==> src/rtl/sram_bridge_pkg.sv <==
// Shared types and elaboration-time helpers for the parametrised SRAM bridge.
// Width helpers are used in port declarations, so they must stay constant functions.
package sram_bridge_pkg;

  typedef enum logic [1:0] {
    ST_IDLE,
    ST_BEAT,
    ST_DONE
  } state_t;

  localparam int WAIT_W = 4;

  function automatic int ratioOf(input int busW, input int ramW);
    return (ramW > 0) ? busW / ramW : 0;
  endfunction

  // A single-beat bridge has no beat index bits on the SRAM address.
  function automatic int beatWOf(input int ratio);
    return (ratio > 1) ? $clog2(ratio) : 0;
  endfunction

  function automatic int idxWOf(input int ratio);
    return (beatWOf(ratio) > 0) ? beatWOf(ratio) : 1;
  endfunction

  function automatic bit paramsLegal(input int busW, input int ramW, input int abw,
                                     input int waitCyc);
    bit ok;
    ok = (ramW == 8) || (ramW == 16) || (ramW == 32);
    ok = ok && (busW > 0) && ((busW % ramW) == 0);
    ok = ok && ((busW / ramW == 1) || (busW / ramW == 2) || (busW / ramW == 4));
    ok = ok && (abw >= 1) && (waitCyc >= 0) && (waitCyc <= 15);
    return ok;
  endfunction

endpackage

==> src/rtl/sram_beat_seq.sv <==
// Beat sequencer: current beat index, per-beat wait counter and a priority
// encoder that finds the first / next beat whose lane group is enabled.
module sram_beat_seq
  import sram_bridge_pkg::*;
#(
  parameter int RATIO    = 2,
  parameter int IDX_W    = 1,
  parameter int WAIT_CYC = 1
) (
  input  logic             clock,
  input  logic             rst,
  input  logic             i_start,
  input  logic             i_step,
  input  logic             i_run,
  input  logic [RATIO-1:0] i_mask,
  output logic [IDX_W-1:0] o_beat,
  output logic             o_waitDone,
  output logic             o_firstValid,
  output logic             o_nextValid
);

  logic [IDX_W-1:0]  r_beat;
  logic [WAIT_W-1:0] r_wait;
  logic [IDX_W-1:0]  w_firstIdx;
  logic [IDX_W-1:0]  w_nextIdx;
  logic              w_firstValid;
  logic              w_nextValid;

  // Scanning downwards leaves the lowest qualifying group as the final winner.
  always_comb begin
    w_firstValid = 1'b0;
    w_firstIdx   = '0;
    w_nextValid  = 1'b0;
    w_nextIdx    = '0;
    for (int i = RATIO - 1; i >= 0; i--) begin
      if (i_mask[i]) begin
        w_firstValid = 1'b1;
        w_firstIdx   = IDX_W'(i);
      end
      if (i_mask[i] && (i > int'(r_beat))) begin
        w_nextValid = 1'b1;
        w_nextIdx   = IDX_W'(i);
      end
    end
  end

  always_ff @(posedge clock or posedge rst) begin
    if (rst) begin
      r_beat <= '0;
      r_wait <= '0;
    end else if (i_start) begin
      r_beat <= w_firstIdx;
      r_wait <= WAIT_W'(WAIT_CYC);
    end else if (i_step) begin
      r_beat <= w_nextIdx;
      r_wait <= WAIT_W'(WAIT_CYC);
    end else if (i_run && (r_wait != '0)) begin
      r_wait <= r_wait - 1'b1;
    end
  end

  assign o_beat       = r_beat;
  assign o_waitDone   = (r_wait == '0);
  assign o_firstValid = w_firstValid;
  assign o_nextValid  = w_nextValid;

endmodule

==> src/rtl/sram_bridge_n.sv <==
// Bus-to-async-SRAM bridge: splits one BUS_W access into RATIO narrow beats with
// programmable wait states. Strobes decode from registered state so reset kills them at once.
module sram_bridge_n
  import sram_bridge_pkg::*;
#(
  parameter int BUS_W    = 32,
  parameter int RAM_W    = 16,
  parameter int ABW      = 9,
  parameter int WAIT_CYC = 1
) (
  input  logic                                            clock,
  input  logic                                            rst,
  input  logic [ABW-1:0]                                  address_bus,
  input  logic [BUS_W/8-1:0]                              byteena_bus,
  input  logic [BUS_W-1:0]                                data_bus,
  input  logic                                            wren_bus,
  input  logic                                            ce_bus,
  output logic [BUS_W-1:0]                                q_bus,
  output logic                                            wait_bus,
  output logic [ABW+beatWOf(ratioOf(BUS_W, RAM_W))-1:0]   address_ram,
  output logic [RAM_W/8-1:0]                              byteena_ram,
  output logic [RAM_W-1:0]                                data_ram,
  output logic                                            data_oe_tri,
  output logic                                            wren_ram,
  output logic                                            ce_ram,
  output logic                                            oe_ram,
  input  logic [RAM_W-1:0]                                q_ram
);

  localparam int RATIO  = ratioOf(BUS_W, RAM_W);
  localparam int BEAT_W = beatWOf(RATIO);
  localparam int IDX_W  = idxWOf(RATIO);
  localparam int LANE_B = RAM_W / 8;

  if (!paramsLegal(BUS_W, RAM_W, ABW, WAIT_CYC)) begin : g_badParams
    $error("sram_bridge_n: illegal BUS_W/RAM_W/ABW/WAIT_CYC combination");
  end

  state_t             r_state;
  state_t             w_stateNext;
  logic [ABW-1:0]     r_addr;
  logic [BUS_W-1:0]   r_data;
  logic [BUS_W/8-1:0] r_be;
  logic               r_wren;
  logic [BUS_W-1:0]   r_q;

  logic [RATIO-1:0]   w_maskBus;
  logic [RATIO-1:0]   w_maskLat;
  logic [RATIO-1:0]   w_mask;
  logic [IDX_W-1:0]   w_beat;
  logic               w_waitDone;
  logic               w_firstValid;
  logic               w_nextValid;
  logic               w_start;
  logic               w_step;
  logic               w_run;
  logic               w_accept;
  logic [RAM_W-1:0]   w_dataLane;
  logic [LANE_B-1:0]  w_beLane;

  // Reads use every beat; writes only beats with at least one enabled byte.
  for (genvar g = 0; g < RATIO; g++) begin : g_mask
    assign w_maskBus[g] = ~wren_bus | (|byteena_bus[g*LANE_B +: LANE_B]);
    assign w_maskLat[g] = ~r_wren   | (|r_be[g*LANE_B +: LANE_B]);
  end

  assign w_mask = (r_state == ST_IDLE) ? w_maskBus : w_maskLat;

  sram_beat_seq #(
    .RATIO    (RATIO),
    .IDX_W    (IDX_W),
    .WAIT_CYC (WAIT_CYC)
  ) u_beatSeq (
    .clock        (clock),
    .rst          (rst),
    .i_start      (w_start),
    .i_step       (w_step),
    .i_run        (w_run),
    .i_mask       (w_mask),
    .o_beat       (w_beat),
    .o_waitDone   (w_waitDone),
    .o_firstValid (w_firstValid),
    .o_nextValid  (w_nextValid)
  );

  always_ff @(posedge clock or posedge rst) begin
    if (rst) begin
      r_state <= ST_IDLE;
    end else begin
      r_state <= w_stateNext;
    end
  end

  always_comb begin
    w_stateNext = r_state;
    w_accept    = 1'b0;
    w_start     = 1'b0;
    w_step      = 1'b0;
    w_run       = 1'b0;
    case (r_state)
      ST_IDLE: begin
        if (ce_bus) begin
          w_accept = 1'b1;
          if (w_firstValid) begin
            w_start     = 1'b1;
            w_stateNext = ST_BEAT;
          end else begin
            w_stateNext = ST_DONE;
          end
        end
      end
      ST_BEAT: begin
        w_run = 1'b1;
        if (w_waitDone) begin
          if (w_nextValid) begin
            w_step = 1'b1;
          end else begin
            w_stateNext = ST_DONE;
          end
        end
      end
      ST_DONE: w_stateNext = ST_IDLE;
      default: w_stateNext = ST_IDLE;
    endcase
  end

  always_ff @(posedge clock or posedge rst) begin
    if (rst) begin
      r_addr <= '0;
      r_data <= '0;
      r_be   <= '0;
      r_wren <= 1'b0;
    end else if (w_accept) begin
      r_addr <= address_bus;
      r_data <= data_bus;
      r_be   <= byteena_bus;
      r_wren <= wren_bus;
    end
  end

  // Only the lane of the beat finishing its strobe is updated; others hold.
  always_ff @(posedge clock or posedge rst) begin
    if (rst) begin
      r_q <= '0;
    end else if ((r_state == ST_BEAT) && !r_wren && w_waitDone) begin
      for (int g = 0; g < RATIO; g++) begin
        if (w_beat == IDX_W'(g)) begin
          r_q[g*RAM_W +: RAM_W] <= q_ram;
        end
      end
    end
  end

  always_comb begin
    w_dataLane = '0;
    w_beLane   = '0;
    for (int g = 0; g < RATIO; g++) begin
      if (w_beat == IDX_W'(g)) begin
        w_dataLane = r_data[g*RAM_W +: RAM_W];
        w_beLane   = r_be[g*LANE_B +: LANE_B];
      end
    end
  end

  always_comb begin
    ce_ram      = 1'b1;
    oe_ram      = 1'b1;
    wren_ram    = 1'b1;
    data_oe_tri = 1'b0;
    byteena_ram = '1;
    data_ram    = '0;
    if (r_state == ST_BEAT) begin
      ce_ram = 1'b0;
      if (r_wren) begin
        wren_ram    = 1'b0;
        data_oe_tri = 1'b1;
        data_ram    = w_dataLane;
        byteena_ram = ~w_beLane;
      end else begin
        oe_ram      = 1'b0;
        byteena_ram = '0;
      end
    end
  end

  if (BEAT_W == 0) begin : g_addrFlat
    assign address_ram = r_addr;
  end else begin : g_addrBeat
    assign address_ram = {r_addr, w_beat};
  end

  assign q_bus    = r_q;
  assign wait_bus = ce_bus & (r_state != ST_DONE);

endmodule
==> config.mk <==
export PLATFORM = sky130hd
export DESIGN_NAME = sram_bridge_n
export DESIGN_NICKNAME = d
export VERILOG_FILES = /design/src/rtl/sram_bridge_pkg.sv /design/src/rtl/sram_beat_seq.sv /design/src/rtl/sram_bridge_n.sv
export SDC_FILE = /design/constraint.sdc
export NUM_CORES = 1
export LEC_CHECK = 0
export CORE_MARGIN = 5
export CORE_UTILIZATION = 37
export CTS_CLUSTER_SIZE = 25
export DETAILED_ROUTE_END_ITERATION = 12
export PLACE_DENSITY = 0.68
export SLEW_MARGIN = 20
export SYNTH_ARGS = -nofsm -noshare
export SYNTH_HDL_FRONTEND = slang
export SYNTH_SLANG_ARGS = --single-unit
==> constraint.sdc <==
create_clock -name clock -period 4.9 [get_ports clock]
set_input_delay 0.98 -clock clock [delete_from_list [all_inputs] [get_ports clock]]
set_output_delay 0.98 -clock clock [all_outputs]
set_load 0.01 [all_outputs]
# Word-level counts from Yosys, hierarchy flattened
# Cells that the tools add are included.
dict set report classes {
  n_addsub 1
  n_lt_le_gt_ge 1
  eq_ne 5
  mux 36
  bitwise_logic 9
  reduce_logical 17
}
# operator count
set op_table {}
lappend op_table {{two-way mux 16 bit} 3}
lappend op_table {{two-way mux 1 bit} 21}
lappend op_table {{two-way mux 2 bit} 8}
lappend op_table {{two-way mux 4 bit} 3}
lappend op_table {{inequality test 2 bit (second input constant)} 4}
lappend op_table {{OR reduction 2 bit} 4}
lappend op_table {{logical AND 1 bit} 4}
lappend op_table {{logical NOT 4 bit} 1}
lappend op_table {{OR 1 bit} 4}
lappend op_table {{one-hot mux 2 bit (2 select lines)} 1}
lappend op_table {{AND reduction 2 bit} 2}
lappend op_table {{nonzero test 4 bit} 1}
lappend op_table {{subtractor 4 x 1 -> 4 bit (second input constant)} 1}
lappend op_table {{NOT 1 bit} 3}
lappend op_table {{AND reduction 3 bit} 1}
lappend op_table {{nonzero test 3 bit} 1}
lappend op_table {{== test 2 x 1 -> 1 bit (second input constant)} 1}
lappend op_table {{logical NOT 2 bit} 1}
lappend op_table {{NOT 2 bit} 1}
lappend op_table {{nonzero test 2 bit} 1}
lappend op_table {{bitwise AND 1 bit} 1}
lappend op_table {{greater-than comparator 1 bit (first input constant)} 1}
lappend op_table {{logical NOT 1 bit} 1}
dict set report word_totals {
  regBits 85
  out_inout_bits 65
}

# Depth between registers and ports, before layout
dict set report logic_depth {
  ltp_word 10
  mapped_depth 7
  ltp_nobuf 6
}

# Hierarchy
# Synthesis repeated with hierarchy kept, for this count alone.
dict set report hier_totals {
  hier_cells 270
  hier_area_um2 3728.6
}
# mod instances cells_per_inst area_per_inst_um2 seq_area_each_um2
set modules_own_cells {}
lappend modules_own_cells {sram_bridge_n 1 236 3425.8 2001.9}
lappend modules_own_cells {sram_beat_seq 1 34 302.8 125.1}

# Worst setup path after synthesis
# No wires, ideal clock.
dict set report synth_timing {
  path_kind {reg-to-output}
  startpoint {register u_beatSeq.r_beat, in the netlist u_beatSeq.o_beat}
  endpoint {output port data_ram[10]}
  arrival_time_ps 1412
  slack_ps 2508
  path_stages_with_launch 5
  path_buffers 2
  cell_sequence {dfrtp_1 > buf_1 > buf_2 > mux2i_1 > nor2_1}
}
dict set report synth_via {
  elab_chain_len 3
}
# element line
set synth_rtl {}
lappend synth_rtl {{start, declared} sram_beat_seq.sv:22} ;# logic [IDX_W-1:0] r_beat;
lappend synth_rtl {{start signal, assigned} sram_beat_seq.sv:52} ;# r_beat <= w_firstIdx;
lappend synth_rtl {{start signal, assigned} sram_beat_seq.sv:55} ;# r_beat <= w_nextIdx;
lappend synth_rtl {{two-way mux 16 bit} sram_bridge_n.sv:158} ;# if (w_beat == IDX_W'(g)) begin
lappend synth_rtl {{two-way mux 16 bit} sram_bridge_n.sv:174} ;# if (r_wren) begin
lappend synth_rtl {{two-way mux 16 bit} sram_bridge_n.sv:172} ;# if (r_state == ST_BEAT) begin
lappend synth_rtl {{end, declared} sram_bridge_n.sv:22} ;# output logic [RAM_W-1:0] data_ram,
# Every way passes these cells.

# Final worst setup path
dict set report layout_timing {
  startpoint {register r_state[1]}
  endpoint {output port data_ram[3]}
}
dict set report layout_via {
  elab_chain_len 2
}
# element line
set layout_rtl {}
lappend layout_rtl {{start, declared} sram_bridge_n.sv:39} ;# state_t r_state;
lappend layout_rtl {{start signal, assigned} sram_bridge_n.sv:90} ;# r_state <= w_stateNext;
lappend layout_rtl {{== test 2 x 1 -> 1 bit} sram_bridge_n.sv:172}
lappend layout_rtl {{two-way mux 16 bit} sram_bridge_n.sv:172}
# Every way passes these cells.

==> impl_metrics.json <==
{
  "cts_setup_buffers": 0,
  "io_pins": 130,
  "synth_edf_count": 0,
  "ant_nets": 0,
  "antenna_found_initial": 0,
  "drive_above_1_share_pct": 26.1,
  "drv_slew": 0,
  "synth_top_family_by_area": "multiplexers",
  "slew_headroom_pct": 47.0,
  "switchingPower_mw": 1.15,
  "die_x_um": 110,
  "ys_seq_elements": 85,
  "p_sw_share_pct": 33.7,
  "nets": 459,
  "grt_max_degree": 59,
  "yosysSeqAreaShare_pct": 58.0,
  "p_int_mw": 2.27,
  "hold_viol": 0,
  "end_kind": "output port",
  "synth_simple_gate_area_share_pct": 5.76,
  "placementRows": 36,
  "firstDrtPassIters": 4,
  "clock_skew_ns": 0.00994,
  "grt_setup_unrepaired": "no",
  "p_seq_share_pct": 37.6,
  "period_share_pct": 69.0,
  "ys_async_sr_fraction_pct": 100,
  "max_cap_viol_count": 0,
  "cts_tree": "built",
  "syn2layout_area_growth_pct": 43.1,
  "place.gp.congestion": 0.759,
  "clock_power_share_pct": 13.5,
  "htree_levels": 3,
  "die_h_um": 110,
  "via_per_inst": 4.78,
  "port_buffers": 129,
  "instances_no_fill": 531,
  "arrival_ns": 2.40,
  "leakagePower_nw": 2.25,
  "synth.distinct_cells": 33,
  "finalCoreUtilization_pct": 54.0,
  "post_cts_resized": 0,
  "dieArea_um2": 12000,
  "via_count": 2536,
  "powerDensity_nw_per_um2": 652,
  "crit_type": "reg2out",
  "yosysWarnings": 0,
  "cts_hold_buf": 0,
  "clock-sinks": 85,
  "grt_remaining_overflow": 0,
  "postSynthCellCount": 265,
  "synth_flop_cell": "dfrtp_1",
  "syn_nets": 331,
  "clock_path_buffers": 2,
  "status": "finished clean",
  "p_total_mw": 3.42,
  "wl_per_cell_um": 16.7,
  "muxShareOfSynthArea_pct": 30.2,
  "tightestPinTransition_ns": 0.792,
  "hold_ws_ns": 0.509,
  "grt_util_all_layers_pct": 15.4,
  "fp.coreArea_um2": 9730,
  "start_util_pct": 37.7,
  "nFillCells": 868,
  "root_buffer": "clkbuf_8",
  "grt_pass1_vias": 2764,
  "synth_compound_area_share_pct": 2.76,
  "setup_viol": 0,
  "drc": 0,
  "yosys.area_share.xor_xnor_pct": 0,
  "period_needed_ns": 3.38,
  "avgSynthCellArea_um2": 13.8,
  "clk_pin_slew_ns": 0.09,
  "max_freq_mhz": 296,
  "finalSetupTns_ns": 0,
  "grt_pass1_wl_um": 14100,
  "cts_buffers": 9,
  "wirelength_um": 8850,
  "path_max_fanout": 18,
  "required_ns": 3.92,
  "diodes": 0,
  "crit_path_start_kind": "register",
  "synth_fa_ha_area_share_pct": 0.341,
  "place_hpwl_um": 6580,
  "drt_iter0_markers": 84,
  "worstSkewPairLatency_ns": 0.35,
  "netlist_area_um2": 3670,
  "ir_drop_mv": 0.259,
  "power.share.combinational_pct": 48.9,
  "min_path_type": "reg2reg",
  "placed_cells": 515
}
state kept, by name, summed over array words and instances, names as in the netlist:
name,cells
r_data,32
r_wren,1
r_state,2
u_beatSeq.r_wait,4
r_be,4
q_bus,32
u_beatSeq.o_beat,1
r_addr,9
critical path: stages (launching register included):
cell	delay [ns]
dfrtp_1	0.44
and2b_1	0.35
nand2_1	0.45
nor2_1	0.25
clkdlybuf4s50_1	0.56
layer usage:
| layer | track usage [%] | vias up | share of wire [%] | routed length, µm |
|---|---|---|---|---|
| li1 | - | 1180 | - | - |
| met1 | 18.0 | 1278 | 39 | 3480 |
| met5 | 0 | - | 0 | 0 |
| met4 | 6.68 | 0 | 1.9 | 172 |
| met2 | 26.9 | 64 | 54 | 4740 |
| met3 | 3.58 | 14 | 5.2 | 458 |
cell usage in the layout (no fill, tap or decap), types with 2 or more instances in the layout:
master             n
o21ai_0            5
a31oi_1            2
clkbuf_8           9
nor2_1            22
inv_6              4
dfrtp_1           85
mux2_4            10
mux2_2            69
nand2_1           10
nor3_1             2
a21boi_0           2
inv_1              5
mux2i_1           18
clkdlybuf4s50_1  129
nor4_1             2
buf_4              3
power groups by stage:
stage / registers [mW] / clock network, mW / logic [mW]
2_1_floorplan: 1.31 / 0 / 0.885
3_3_place_gp: 1.28 / 0 / 1.67
3_5_place_dp: 1.30 / 0 / 1.69
4_1_cts: 1.29 / 0.481 / 1.70
5_1_grt: 1.34 / 0.510 / 1.81
6_report: 1.29 / 0.462 / 1.67
synthesized netlist by cell type (all sizes together), types with 3 or more instances:
| cell | count | share of area [%] |
|---|---|---|
| clkbuf | 3 | 0.31 |
| o21ai | 5 | 0.68 |
| nand2 | 10 | 1.0 |
| mux2i | 18 | 4.9 |
| buf | 12 | 1.9 |
| mux2 | 79 | 25 |
| dfrtp | 85 | 58 |
| inv | 7 | 0.72 |
| nor2 | 22 | 2.3 |
kinds of logic after synthesis:
family,Yosys count
DFF,85
and+or+nand+nor,45
muxes,97
adders and majority gates,1
AOI/OAI and AO/OA,15
buffers and inverters,22
area by class of cell:
cell class | instances | area [µm²] | area share [%]
Sequential cell | 85 | 2130 | 40.5
Multi-Input combinational cell | 158 | 1430 | 27.3
Timing Repair Buffer | 132 | 1310 | 25.0
Tap cell | 133 | 166 | 3.17
Clock buffer | 9 | 124 | 2.36
Clock inverter | 7 | 56.3 | 1.07
Inverter | 7 | 28.8 | 0.548
metrics by stage:
stage / setup slack, ns / cell area, µm²
after floorplan: 1.73 / 3670
after detailed placement: 1.74 / 5070
after global routing: 1.34 / 5250
after global placement: 1.74 / 5070
final: 1.52 / 5250
after CTS: 1.53 / 5250
worst paths after layout:
path	start	slack, ns	end	cells past startpoint
max	r_state[1]$_DFFE_PP0P_	1.52	data_ram[3]	4
min	q_bus[15]$_DFFE_PP0P_	0.51	q_bus[15]$_DFFE_PP0P_	1
max reg2reg	u_beatSeq.r_wait[0]$_DFFE_PP0P_	2.43	q_bus[3]$_DFFE_PP0P_	6
min reg2reg	q_bus[15]$_DFFE_PP0P_	0.51	q_bus[15]$_DFFE_PP0P_	1
max in group asynchronous	rst	2.95	q_bus[31]$_DFFE_PP0P_	3
min in group asynchronous	rst	1.10	q_bus[23]$_DFFE_PP0P_	2
(Power assumes the default switching activity.)
==> edit 1: new RTL, same settings <==
The package constant `WAIT_W` goes from 4 to 6.
--- a/src/rtl/sram_bridge_pkg.sv
+++ b/src/rtl/sram_bridge_pkg.sv
@@ -10,3 +10,3 @@
 
-  localparam int WAIT_W = 4;
+  localparam int WAIT_W = 6;
 
Behaviour: same outputs for any inputs over 10 cycles, from zero or initial values and one cycle with rst high; that may be too few to reach the edited logic, so the function may still have changed.
==> edit 1 against the original RTL <==
Critical path type unchanged. Routed wire length decreased by 0.33%. Clock skew is 0.0022 ns lower. Maximum frequency down 6.5%. Largest power group unchanged. Count of clock-buffer cells in the layout up 1. Area after synthesis up 3.9%. Sequential cell count increased by 2. Critical path depth unchanged. First-iteration DRC count up 110%. Cell area is 4.1% higher. Worst setup slack got worse by 0.24 ns. Non-clock buffer count grew 1. Final cell count is 1.7% higher. Total power increased by 2.6%. Via count grew 4.2%.
==> edit 1: results <==
{
  "synth_area_per_cell_um2": 14.1,
  "final_cell_count_no_fill": 540,
  "dpl_cell_area_um2": 5220,
  "synthArstFlopShare_pct": 100,
  "power_mw": 3.51,
  "nets": 467,
  "internal_power_mw": 2.40,
  "drtIter0Drc": 177,
  "vdd_drop_max_mv": 0.301,
  "drive_gt1_share_pct": 26.5,
  "wl_met1_mm": 4.22,
  "synth_common_cells": "dfrtp_1, mux2_2, nor2_1",
  "place.gp.congestion": 0.713,
  "reg2reg_to": "q_bus[0]",
  "max_slew_margin_pct": 40.3,
  "grt_max_degree": 53,
  "dr.max_layer_used": "met4",
  "portBuffers": 129,
  "pg_comb_mw": 1.60,
  "cts-resized-gates": 0,
  "cts-root-buf": "clkbuf_8",
  "place_inst": 524,
  "grt_pass1_vias": 2865,
  "rrSetupSlack_ns": 2.46,
  "ys_types": 41,
  "path_clk_slew_ns": 0.08,
  "critPathMaxFanout": 18,
  "grt_pass1_wl_mm": 14.7,
  "cp.arrival_ns": 2.64,
  "hold-worst-slack_ns": 0.509,
  "grtUsageMet1_pct": 20.3,
  "grt_usage_pct": 14.5,
  "hold_start": "q_bus[26]",
  "grt.met2_usage_pct": 20.5,
  "use_met3_pct": 6.20,
  "power.leakage_nw": 2.33,
  "synth_nets": 337,
  "p_clk_uw": 585,
  "worstHoldPathType": "reg -> reg",
  "dp_hpwl_mm": 6.23,
  "cts_setup_buffers": 0,
  "pre_cts_ws_ns": 1.64,
  "fin_crit_ns": 3.62,
  "cts_buffers": 9,
  "via_per_inst": 4.89,
  "ys_warn_count": 0,
  "worst_skew_pair.late_latency_ns": 0.34,
  "status": "finished clean",
  "min_to": "q_bus[26]",
  "routedWlPerCell_um": 16.3,
  "synth_top_cells_by_area": "dfrtp_1, mux2_2, mux2i_1",
  "fin_skew_ns": 0.00773,
  "cp_top_family": "simple AND/OR/NAND/NOR gates",
  "yosysSeqAreaShare_pct": 57.1,
  "tns_ns": 0,
  "met3_length_um": 811,
  "dr_wl_met2_mm": 3.74
}
-- edit 1: cell count changes after synthesis, sizes merged, moves of 3 or more --
cell and change:
o21ai -3, or4b +4, a21oi +3, clkbuf +5
buf -6
-- edit 1: area by class of cell --
type	instances	area, µm²
well taps	136	170
clock buffers	10	128
clock inverters	5	106
inverters	7	27.5
fillers	898	4720
repair buffers	133	1330
flip-flops and latches	87	2180
multi-input cells	162	1530
-- edit 1: how the worst max path moves through the flow --
| stage | to | cells after the start | from |
|---|---|---|---|
| CTS | data_ram[5] | 4 | r_state[0] |
| detailed placement | data_ram[5] | 4 | r_state[0] |
| global route | data_ram[5] | 4 | r_state[0] |
| global placement | data_ram[5] | 4 | r_state[0] |
| floorplan | q_bus[0] | 1 | rst |
| finish | data_ram[5] | 4 | r_state[0] |
-- edit 1: cells by family after synthesis --
logic type	share of synthesized area [%]
adders and majority gates	0.657
and+or+nand+nor	7.13
muxes	28.8
buffers and inverters	2.82
AOI/OAI and AO/OA	3.48
DFF	57.1
==> edit 2: new RTL, same settings <==
Made on the original files. Make the reset (`rst`) synchronous in 4 clocked blocks. Comments in the files are not updated.
--- a/src/rtl/sram_beat_seq.sv
+++ b/src/rtl/sram_beat_seq.sv
@@ -46,3 +46,3 @@
 
-  always_ff @(posedge clock or posedge rst) begin
+  always_ff @(posedge clock) begin
     if (rst) begin
--- a/src/rtl/sram_bridge_n.sv
+++ b/src/rtl/sram_bridge_n.sv
@@ -85,3 +85,3 @@
 
-  always_ff @(posedge clock or posedge rst) begin
+  always_ff @(posedge clock) begin
     if (rst) begin
@@ -126,3 +126,3 @@
 
-  always_ff @(posedge clock or posedge rst) begin
+  always_ff @(posedge clock) begin
     if (rst) begin
@@ -141,3 +141,3 @@
   // Only the lane of the beat finishing its strobe is updated; others hold.
-  always_ff @(posedge clock or posedge rst) begin
+  always_ff @(posedge clock) begin
     if (rst) begin
Behaviour: differs if rst is asserted again (counterexample within 4 cycles, from zero or initial values and one cycle with rst high); with rst held inactive, the same outputs for 10 cycles.
==> edit 2 against the original RTL <==
Critical path depth unchanged. Cell area decreased by 5.6%. Sequential cell count unchanged. Die area decreased by 6.2%. Global-route usage increased by 1.1 points. Area after synthesis decreased by 6.8%. Worst setup slack got worse by 0.028 ns. Final cell count increased by 19%. Count of clock-buffer cells in the layout increased by 1. Routed wire length increased by 2.9%.
Power is not compared: it rests on default switching activity, and its combinational part moved more than twofold at a synthesized area within 25%.
==> edit 2: results <==
{
  "status": "finished clean",
  "rrSetupSlack_ns": 2.83,
  "max_freq_mhz": 293,
  "synthArstFlopShare_pct": 0,
  "synth_top_cells_by_area": "dfxtp_1, mux2i_1, nand2_1",
  "drive_gt1_share_pct": 5.75,
  "clk_share_pct": 4.17,
  "grt_pass1_vias": 3037,
  "synth_adder_area_share_pct": 0.366,
  "regArea_um2": 1700,
  "grt_pass1_wl_mm": 15.1,
  "dp_hpwl_mm": 6.55,
  "synthToLayoutAreaGrowth_pct": 44.9,
  "synth-xor-area-share_pct": 0.256,
  "reg2reg_to": "q_bus[31]",
  "pre_cts_ws_ns": 1.70,
  "nets": 583,
  "synth_nets": 465,
  "hold-worst-slack_ns": 0.458,
  "nNonClkBuffers": 134,
  "die_x_um": 106,
  "synth-compound-area-share_pct": 8.89,
  "synth_common_cells": "nand2_1, dfxtp_1, nor2_1",
  "place.gp.congestion": 0.783,
  "yosysSeqAreaShare_pct": 49.8,
  "clkbuf_count": 10,
  "synthMuxAreaShare_pct": 14.6,
  "hold_start": "r_data[5]",
  "cpPeakStageDelay_ns": 0.58,
  "drt_pass1_iterations": 5
}
==> edit 2: cell types whose count changed after synthesis, moves of 4 or more <==
cell | before | now
nor2_1 | 22 | 54
buf_1 | 5 | 0
o21ai_0 | 5 | 1
dfrtp_1 | 85 | 0
mux2i_1 | 18 | 50
clkbuf_1 | 3 | 19
mux2_2 | 69 | 0
a21oi_1 | 0 | 48
dfxtp_1 | 0 | 85
mux2_4 | 10 | 0
nand2_1 | 10 | 100
==> edit 2: per-layer routing <==
layer	routed length [µm]	up-vias	track usage, %
met5	0	-	0
met4	182	0	7.22
met3	414	12	3.46
met2	4750	67	29.1
met1	3750	1409	19.2
li1	-	1549	-
==> edit 2: worst min-delay path, stage by stage (launching register included) <==
cell and delay [ns]:
dfxtp_1 0.32, nand2_1 0.05, a21oi_1 0.05
==> edit 2: power breakdown <==
part	switching, mW	leakage [nW]	total (mW)	internal [mW]
Clock	0.255	0.104	0.509	0.254
Combinational	0.199	1.10	0.396	0.197
Sequential	0.0341	0.694	0.784	0.750
